===== config.mk =====
export PLATFORM = sky130hd
export DESIGN_NAME = fx_mac_pipe
export DESIGN_NICKNAME = d
export VERILOG_FILES = /design/src/rtl/fx_pkg.sv /design/src/rtl/fx_mul_shift.sv /design/src/rtl/fx_mac_pipe.sv
export SDC_FILE = /design/constraint.sdc
export NUM_CORES = 2
export LEC_CHECK = 0
export CAP_MARGIN = 40
export CORE_ASPECT_RATIO = 1.2
export CORE_MARGIN = 2
export CORE_UTILIZATION = 65
export CTS_CLUSTER_SIZE = 12
export DETAILED_ROUTE_END_ITERATION = 6
export PLACE_DENSITY = 0.79
export SLEW_MARGIN = 20
export SYNTH_ARGS = -nofsm -noshare
export SYNTH_HDL_FRONTEND = slang
export SYNTH_SLANG_ARGS = --single-unit

===== constraint.sdc =====
create_clock -name clk -period 11 [get_ports clk]
set_clock_uncertainty 0.05 [all_clocks]
set_input_delay 2.2 -clock clk [delete_from_list [all_inputs] [get_ports clk]]
set_output_delay 2.2 -clock clk [all_outputs]
set_load 0.05 [all_outputs]

===== src/rtl/fx_pkg.sv =====
`default_nettype none
// ============================================================================
//  Module      : fx_pkg
//  Description : Shared Q-format helpers, default widths and saturation limits
//                for the fixed-point MAC pipeline.
//  Revision    : 1.0 - initial release
// ============================================================================
package fx_pkg;

    localparam int FX_DEF_INT_BITS   = 8;
    localparam int FX_DEF_FRAC_BITS  = 24;
    localparam int FX_DEF_GUARD_BITS = 8;
    localparam int FX_DEF_SATURATE   = 1;

    // Wide enough for any limit constant this block is ever configured with.
    localparam int FX_LIM_W = 128;

    function automatic int fx_width(input int int_bits, input int frac_bits);
        return int_bits + frac_bits;
    endfunction

    function automatic int fx_acc_width(input int width, input int guard_bits);
        return width + guard_bits;
    endfunction

    function automatic logic [FX_LIM_W-1:0] fx_max_pos(input int width);
        return (FX_LIM_W'(1) << (width - 1)) - FX_LIM_W'(1);
    endfunction

    function automatic logic [FX_LIM_W-1:0] fx_min_neg(input int width);
        return ~fx_max_pos(width);
    endfunction

endpackage
`default_nettype wire


===== src/rtl/fx_mul_shift.sv =====
`default_nettype none
// ============================================================================
//  Module      : fx_mul_shift
//  Description : Signed W x W multiply, floor shift by FRAC_BITS, sign-extended
//                to the accumulator width and registered (pipeline stage S2).
//  Revision    : 1.0 - initial release
// ============================================================================
module fx_mul_shift
    import fx_pkg::*;
#(
    parameter int  INT_BITS   = FX_DEF_INT_BITS,
    parameter int  FRAC_BITS  = FX_DEF_FRAC_BITS,
    parameter int  GUARD_BITS = FX_DEF_GUARD_BITS,
    localparam int W          = fx_width(INT_BITS, FRAC_BITS),
    localparam int AW         = fx_acc_width(W, GUARD_BITS)
) (
    input  logic          clk,
    input  logic          rst_n,
    input  logic          i_en,
    input  logic          i_flush,
    input  logic          i_valid,
    input  logic          i_last,
    input  logic [W-1:0]  i_a,
    input  logic [W-1:0]  i_b,
    output logic          o_valid,
    output logic          o_last,
    output logic [AW-1:0] o_prod
);

    logic signed [2*W-1:0] w_full;
    logic                  r_valid;
    logic                  r_last;
    logic [AW-1:0]         r_prod;

    assign w_full = $signed(i_a) * $signed(i_b);

    always_ff @(posedge clk or negedge rst_n) begin
        if (!rst_n) begin
            r_valid <= 1'b0;
            r_last  <= 1'b0;
            r_prod  <= '0;
        end else if (i_flush) begin
            r_valid <= 1'b0;
        end else if (i_en) begin
            r_valid <= i_valid;
            r_last  <= i_last;
            // Arithmetic shift gives floor rounding; the cast sign-extends.
            r_prod  <= AW'(w_full >>> FRAC_BITS);
        end
    end

    assign o_valid = r_valid;
    assign o_last  = r_last;
    assign o_prod  = r_prod;

endmodule
`default_nettype wire


===== src/rtl/fx_mac_pipe.sv =====
`default_nettype none
// ============================================================================
//  Module      : fx_mac_pipe
//  Description : Three-stage fixed-point dot-product MAC with guard-bit
//                accumulator, saturate/wrap output and ready/valid flow control.
//  Revision    : 1.0 - initial release
// ============================================================================
module fx_mac_pipe
    import fx_pkg::*;
#(
    parameter int  INT_BITS   = FX_DEF_INT_BITS,
    parameter int  FRAC_BITS  = FX_DEF_FRAC_BITS,
    parameter int  GUARD_BITS = FX_DEF_GUARD_BITS,
    parameter int  SATURATE   = FX_DEF_SATURATE,
    localparam int W          = fx_width(INT_BITS, FRAC_BITS),
    localparam int AW         = fx_acc_width(W, GUARD_BITS)
) (
    input  logic         clk,
    input  logic         rst_n,
    input  logic         in_valid,
    output logic         in_ready,
    input  logic [W-1:0] a,
    input  logic [W-1:0] b,
    input  logic         in_last,
    input  logic         clr,
    output logic         out_valid,
    input  logic         out_ready,
    output logic [W-1:0] result,
    output logic         overflow
);

    localparam logic signed [AW-1:0] c_acc_max = AW'(fx_max_pos(AW));
    localparam logic signed [AW-1:0] c_acc_min = AW'(fx_min_neg(AW));
    localparam logic signed [AW-1:0] c_res_max = AW'(fx_max_pos(W));
    localparam logic signed [AW-1:0] c_res_min = AW'(fx_min_neg(W));

    logic                 w_stall;
    logic                 w_accept;
    logic                 r_s1_valid;
    logic                 r_s1_last;
    logic [W-1:0]         r_s1_a;
    logic [W-1:0]         r_s1_b;
    logic                 w_s2_valid;
    logic                 w_s2_last;
    logic [AW-1:0]        w_s2_prod;
    logic signed [AW-1:0] r_acc;
    logic                 r_sticky;
    logic                 r_out_valid;
    logic [W-1:0]         r_result;
    logic                 r_overflow;
    logic signed [AW:0]   w_sum_ext;
    logic                 w_acc_ovf;
    logic signed [AW-1:0] w_acc_next;
    logic                 w_acc_sticky;
    logic                 w_res_hi;
    logic                 w_res_lo;
    logic [W-1:0]         w_res;
    logic                 w_accum;
    logic                 w_emit;

    assign w_stall  = r_out_valid && !out_ready;
    assign in_ready = !w_stall;
    assign w_accept = in_valid && in_ready;

    // S1: operand register. A beat taken in a clr cycle starts the new vector.
    always_ff @(posedge clk or negedge rst_n) begin
        if (!rst_n) begin
            r_s1_valid <= 1'b0;
            r_s1_last  <= 1'b0;
            r_s1_a     <= '0;
            r_s1_b     <= '0;
        end else begin
            if (clr) begin
                r_s1_valid <= w_accept;
            end else if (!w_stall) begin
                r_s1_valid <= in_valid;
            end
            if (w_accept) begin
                r_s1_last <= in_last;
                r_s1_a    <= a;
                r_s1_b    <= b;
            end
        end
    end

    fx_mul_shift #(
        .INT_BITS   (INT_BITS),
        .FRAC_BITS  (FRAC_BITS),
        .GUARD_BITS (GUARD_BITS)
    ) u_mul (
        .clk     (clk),
        .rst_n   (rst_n),
        .i_en    (!w_stall),
        .i_flush (clr),
        .i_valid (r_s1_valid),
        .i_last  (r_s1_last),
        .i_a     (r_s1_a),
        .i_b     (r_s1_b),
        .o_valid (w_s2_valid),
        .o_last  (w_s2_last),
        .o_prod  (w_s2_prod)
    );

    // S3 datapath: saturating AW-bit add, then W-range check of the new sum.
    assign w_sum_ext    = {r_acc[AW-1], r_acc} + {w_s2_prod[AW-1], w_s2_prod};
    assign w_acc_ovf    = w_sum_ext[AW] ^ w_sum_ext[AW-1];
    assign w_acc_next   = w_acc_ovf ? (w_sum_ext[AW] ? c_acc_min : c_acc_max)
                                    : w_sum_ext[AW-1:0];
    assign w_acc_sticky = r_sticky | w_acc_ovf;
    assign w_res_hi     = w_acc_next > c_res_max;
    assign w_res_lo     = w_acc_next < c_res_min;

    generate
        if (SATURATE != 0) begin : g_sat
            assign w_res = w_res_hi ? c_res_max[W-1:0] :
                           w_res_lo ? c_res_min[W-1:0] : w_acc_next[W-1:0];
        end else begin : g_wrap
            assign w_res = w_acc_next[W-1:0];
        end
    endgenerate

    assign w_accum = !clr && !w_stall && w_s2_valid;
    assign w_emit  = w_accum && w_s2_last;

    always_ff @(posedge clk or negedge rst_n) begin
        if (!rst_n) begin
            r_acc       <= '0;
            r_sticky    <= 1'b0;
            r_out_valid <= 1'b0;
            r_result    <= '0;
            r_overflow  <= 1'b0;
        end else begin
            // Clearing on the emit edge lets the next vector follow with no gap.
            if (clr || w_emit) begin
                r_acc    <= '0;
                r_sticky <= 1'b0;
            end else if (w_accum) begin
                r_acc    <= w_acc_next;
                r_sticky <= w_acc_sticky;
            end
            if (w_emit) begin
                r_result    <= w_res;
                r_overflow  <= w_res_hi | w_res_lo | w_acc_sticky;
                r_out_valid <= 1'b1;
            end else if (out_ready) begin
                r_out_valid <= 1'b0;
            end
        end
    end

    assign out_valid = r_out_valid;
    assign result    = r_result;
    assign overflow  = r_overflow;

endmodule
`default_nettype wire


; Yosys cells after proc, flatten, opt, wreduce, memory -nomap -nowiden
; Cells that the tools add are included.
[totals]
output_inout_bits = 35
regBits = 183
wordCells = 49
inputBits = 70
[op_classes]
eq_ne = 1
magnitude_cmp = 2
n_mul = 1
n_mux = 14
n_addsub = 1
n_reduce_logical = 12
n_bitwise = 6
[ops]
columns = op, n
row1 = two-way mux 40 bit, 4
row2 = multiplier 32 x 32 -> 64 bit, 1
row3 = two-way mux 32 bit, 2
row4 = adder 40 x 40 -> 41 bit, 1
row5 = greater-than comparator 40 x 32 -> 1 bit (second input constant), 1
row6 = < comparator 40 x 32 -> 1 bit (second input constant), 1
row7 = two-way mux 1 bit, 8
row8 = logical AND 1 bit, 5
row9 = nonzero test 2 bit, 2
row10 = logical NOT 1 bit, 3
row11 = bitwise OR 1 bit, 3
row12 = inequality test 2 bit (second input constant), 1
row13 = inverter 1 bit, 2
row14 = AND reduction 2 bit, 1
row15 = logical OR 1 bit, 1
row16 = XOR 1 bit, 1

; Logic depth before layout (Yosys ltp)
[depth]
word_depth = 8
depth_mapped = 29
ltp_nobuf = 28

; Hierarchy
; From an unflattened synthesis, not the netlist that was laid out.
[hier_totals]
cells_unflattened = 4824
area_unflattened_um2 = 45585.0
[by_module_without_submodules]
columns = mod, cells_each, n_inst, area_per_inst_um2, seq_area_each_um2
row1 = fx_mul_shift, 3894, 1, 36947.9, 1051.0
row2 = fx_mac_pipe, 930, 1, 8637.0, 3528.4

; Worst setup path after synthesis
; No wires, ideal clock.
[synth_timing]
kind = reg-to-reg
start = register r_s1_a[31]
end = register u_mul.r_prod[39], in the netlist u_mul.o_prod[39]
slack_ps = 3026
required_time_ps = 10881
stages_incl_launch_ff = 26
t_arrival_ps = 7855
synth_period_minus_slack_ps = 7974
n_path_buf = 2
setup_time_ps = 69
cell_sequence = dfrtp_1 > clkbuf_1 > nand2_1 > inv_1 > fa_1 > fa_1 > fa_1 > fa_1 > inv_1 > fa_1 > inv_1 > fa_1 > inv_1 > fa_1 > inv_1 > fa_1 > ha_1 > clkbuf_1 > nand4_1 > nor4_1 > a22o_1 > a211oi_1 > nor3_1 > nor3_1 > or4_1 > nand3_1
[synth_via]
elab_chain_len = 1
[synth_rtl]
columns = item, line
row1 = "start, declared", fx_mac_pipe.sv:41  ; logic [W-1:0] r_s1_a;
row2 = "start signal, assigned", fx_mac_pipe.sv:70  ; r_s1_a <= '0;
row3 = "start signal, assigned", fx_mac_pipe.sv:80  ; r_s1_a <= a;
row4 = multiplier 32 x 32 -> 64 bit, fx_mul_shift.sv:35  ; assign w_full = $signed(i_a) * $signed(i_b);
row5 = "end signal, assigned", fx_mul_shift.sv:48  ; r_prod <= AW'(w_full >>> FRAC_BITS);
row6 = "end, declared", fx_mul_shift.sv:33  ; logic [AW-1:0] r_prod;
; Every way passes these cells.
; A chain may end at the register's enable or synchronous reset.

; Final worst setup path
[layout_timing]
start = register r_s1_b[7]
end = register u_mul.r_prod[39], in the netlist u_mul.o_prod[39]
[layout_via]
elab_chain_len = 1
[layout_rtl]
columns = item, line
row1 = "start, declared", fx_mac_pipe.sv:42  ; logic [W-1:0] r_s1_b;
row2 = "start signal, assigned", fx_mac_pipe.sv:71  ; r_s1_b <= '0;
row3 = "start signal, assigned", fx_mac_pipe.sv:81  ; r_s1_b <= b;
row4 = multiplier 32 x 32 -> 64 bit, fx_mul_shift.sv:35
; Every way passes these cells.

==> implementation parameters <==
Parameter                              Value

Global route
  Grt ovf ... 0
  GR Util All Layers ... 0.358
  Largest net degree at the start of global routing ... slightly above 80
  Number of antenna violations at the first check in global routing ... 2
  Global routing's busiest layer ... met2
  Number of global-route vias before repair ... ~37000
  Global-route track usage on met2 ... 0.625
  Met1 routing resource usage after global routing ... 0.397
  Met3 routing resource usage after global routing ... 0.0524
  Wire length of the first global-routing pass ... between 150 and 200 mm

Routing
  Iteration count of the initial detailed-routing pass ... 5
  WL final ... about 120 mm
  DRC Markers ... 0
  Iter 0 DRT Violations ... between 2000 and 2500
  Detailed-route via count ... roughly 33000
  Remaining number of nets flagged by the antenna check after routing ... 0
  Per-cell routed wire length ... approximately 22 um
  Vias per inst ... between 5 and 6

Layout
  Area growth syn-to-layout ... 5.89%
  Number of nets in the finished design ... 5958
  Most used cells in the layout excluding fill and tap cells ... 1082 x sky130_fd_sc_hd__fa_1, 967 x sky130_fd_sc_hd__inv_1, 593 x sky130_fd_sc_hd__nand2_1, 513 x sky130_fd_sc_hd__and2_1, 220 x sky130_fd_sc_hd__ha_1
  Most common cell after layout, fill and taps aside ... sky130_fd_sc_hd__fa_1
  Post-layout util ... 0.695
  Share of final-layout standard cells stronger than drive strength 1 ... 0.0481
  Non-Filler Instances ... 5509

Floorplan
  Site Rows ... 105
  Die Area ... between 70000 and 80000 um^2
  X dimension of the die ... 244 um
  Number of ports placed on the die boundary ... 105
  Standard cell core area ... between 60000 and 70000 um^2
  Height of the die ... between 200 and 300 um
  Effective utilization at floorplan ... 0.657

Logic synthesis
  Post-Synth Adder-Cell Area ... 0.545
  Dominant combinational cell family by area after synthesis ... adder cells
  Most common flop cell mapped by yosys ... sky130_fd_sc_hd__dfrtp_1
  Count of warnings emitted by yosys ... 0
  Sequential element share of the synthesized area ... 0.102
  Number of flops mapped to enable cells by yosys ... 0
  Multiplexer area fraction after synthesis ... 0.0177
  Post-Synth XOR/XNOR Area ... 0.0158
  Mapped Nets ... around 6000
  Simple-gate share of the synthesized area ... 0.146
  Synthesized area divided by synthesized cell count ... ~10 um^2
  Yosys reg bits ... 183
  Area of the mapped netlist ... ~45000 um^2
  Compound-gate portion of the synthesized area ... 0.0705
  Asr flop ratio synth ... 1.00
  Post-synthesis cell type count ... 75
  Gate Count Post-Synth ... 4625

Timing
  Actual slew at the worst max-slew pin ... roughly 0.95 ns
  Fraction of the cycle the final worst path needs ... 0.822
  Number of max-slew violations in the final report ... 0
  Remaining max-slew budget at the tightest pin ... 0.364
  Hold violation total from the final report ... 0
  Number of setup violations in the final report ... 0
  Setup repair after global routing missed its margin ... false
  Final setup TNS ... 0 ns
  Min cycle time layout ... ~9 ns
  Maximum clock rate ... between 100 and 150 MHz

Placement
  Final RePlAce weighted congestion ... ~0.94
  Total placed cells including tap cells ... between 5000 and 6000
  DP HPWL ... between 90 and 100 mm
  Count of input and output buffers ... between 100 and 150

CTS
  Root Driver ... sky130_fd_sc_hd__clkbuf_16
  TritonCTS sink count ... around 180
  Number of CTS-inserted buffers ... 17
  Insertion delay of the later-clocked pin in the worst-skew pair ... between 0.5 and 0.6 ns
  Largest buffer count on any clock path ... 2
  Post-CTS sizing ... 0
  CTS tree ... built
  Setup repair bufs after CTS ... 0
  Clock slew at the register clock pins of the worst setup and hold paths ... ~0.090 ns
  CTS H-tree lvls ... 4
  Cts-stage hold buffer count ... 0

Setup path
  Crit. End Element ... flip-flop
  Crit path DAT ... 9.46 ns
  Worst setup SP type ... flip-flop
  Required time worst endpoint ... 11.41 ns
  Classification of the worst setup path ... reg2reg
  Largest fanout on the critical path ... 21

Run
  Max cap viols ... 0

Outcome
  Result of the run ... completed

Min path
  Class of the tightest hold or removal check ... reg2reg
==> cell usage after synthesis (14+ instances only) <==
cell type	number	area, um^2
sky130_fd_sc_hd__xnor2_1	49	429
sky130_fd_sc_hd__o21ai_0	85	425
sky130_fd_sc_hd__ha_1	220	2750
sky130_fd_sc_hd__o221a_1	31	349
sky130_fd_sc_hd__nand2b_1	14	87.6
sky130_fd_sc_hd__a211oi_1	14	105
sky130_fd_sc_hd__mux2_2	68	766
sky130_fd_sc_hd__dfrtp_1	183	4580
sky130_fd_sc_hd__nor2b_1	37	231
sky130_fd_sc_hd__a21o_1	60	450
sky130_fd_sc_hd__and2_1	513	3210
sky130_fd_sc_hd__buf_2	16	80.1
sky130_fd_sc_hd__fa_1	1082	21700
sky130_fd_sc_hd__nor3_1	17	85.1
sky130_fd_sc_hd__nor2_1	55	206
sky130_fd_sc_hd__nand3_1	23	115
sky130_fd_sc_hd__clkbuf_1	230	863
sky130_fd_sc_hd__inv_1	967	3630
sky130_fd_sc_hd__a22o_1	37	324
sky130_fd_sc_hd__xor2_1	32	280
sky130_fd_sc_hd__nand2_1	594	2230
sky130_fd_sc_hd__a21oi_1	112	561
==> flip-flops by register name (all words and copies together), names as in the netlist <==
signal         flops
r_s1_valid         1
r_s1_last          1
r_s1_a            32
u_mul.o_valid      1
r_acc             40
u_mul.o_prod      40
u_mul.o_last       1
result            32
r_sticky           1
r_s1_b            32
overflow           1
out_valid          1
==> cells by family (layout without fill, tap and decap cells) <==
logic type,Yosys count,after routing
fa+ha+maj,1310,1310
flops,183,183
xor+xnor,81,81
compound gates,449,449
mux,71,71
simple gates,1311,1311
buf+inv,1220,1194
other cells,0,1
==> final cells by class <==
type / count / area (um^2)
Antenna cell: 1 / 2.50
Clock buffer: 18 / 439
Clock inverter: 14 / 155
Fill cell: 5114 / 20800
Inverter: 967 / 3630
Multi-Input combinational cell: 3222 / 35800
Sequential cell: 183 / 4590
Tap cell: 909 / 1140
Timing Repair Buffer: 195 / 1890
==> worst paths after layout <==
| kind | start | cells past startpoint | slack [ns] | end |
|---|---|---|---|---|
| max | r_s1_b[7] | 25 | 1.95 | u_mul.o_prod[39] |
| min | r_s1_last | 2 | 0.43 | u_mul.o_last |
| max reg2reg | r_s1_b[7] | 25 | 1.95 | u_mul.o_prod[39] |
| min reg2reg | r_s1_last | 2 | 0.43 | u_mul.o_last |
| max in group asynchronous | rst_n | 3 | 8.19 | r_s1_a[16] |
| min in group asynchronous | rst_n | 1 | 1.66 | r_acc[39] |
==> worst max-delay path: stages, from the launching register on <==
cell and delay [ns]:
sky130_fd_sc_hd__dfrtp_1 0.78, sky130_fd_sc_hd__buf_4 0.32, sky130_fd_sc_hd__and2_1 0.16, sky130_fd_sc_hd__fa_1 0.42, sky130_fd_sc_hd__inv_1 0.24, sky130_fd_sc_hd__fa_1 0.47
sky130_fd_sc_hd__inv_1 0.24, sky130_fd_sc_hd__fa_1 0.51, sky130_fd_sc_hd__fa_1 0.84, sky130_fd_sc_hd__inv_1 0.39, sky130_fd_sc_hd__fa_1 0.60, sky130_fd_sc_hd__inv_1 0.06
sky130_fd_sc_hd__fa_1 0.53, sky130_fd_sc_hd__inv_1 0.05, sky130_fd_sc_hd__fa_1 0.47, sky130_fd_sc_hd__inv_1 0.06, sky130_fd_sc_hd__fa_1 0.45, sky130_fd_sc_hd__ha_1 0.42
sky130_fd_sc_hd__nand4_1 0.20, sky130_fd_sc_hd__nor4_1 0.39, sky130_fd_sc_hd__a22o_1 0.18, sky130_fd_sc_hd__a211oi_1 0.08, sky130_fd_sc_hd__nor3_1 0.41, sky130_fd_sc_hd__nor3_1 0.14
sky130_fd_sc_hd__or4_1 0.41, sky130_fd_sc_hd__nand3_1 0.08
==> per-layer routing <==
layer	up-vias	share of wire
li1	13800	-
met4	0	0.088
met1	16800	0.34
met3	606	0.059
met5	-	0
met2	1388	0.52
==> per-stage QoR <==
step | worst slack, ns | area, um^2 | hold slack [ns]
final | 1.95 | 47600 | 0.427
after detailed placement | 1.98 | 46900 | 0.413
after CTS | 1.92 | 47500 | 0.430
after global routing | 1.31 | 47600 | 0.474
after global placement | 2.13 | 46700 | 0.411
after floorplan | 3.03 | 44900 | 0.383
Power is not shown: default switching activity piles up to over one toggle a cycle in this logic, so the estimate is an artifact.
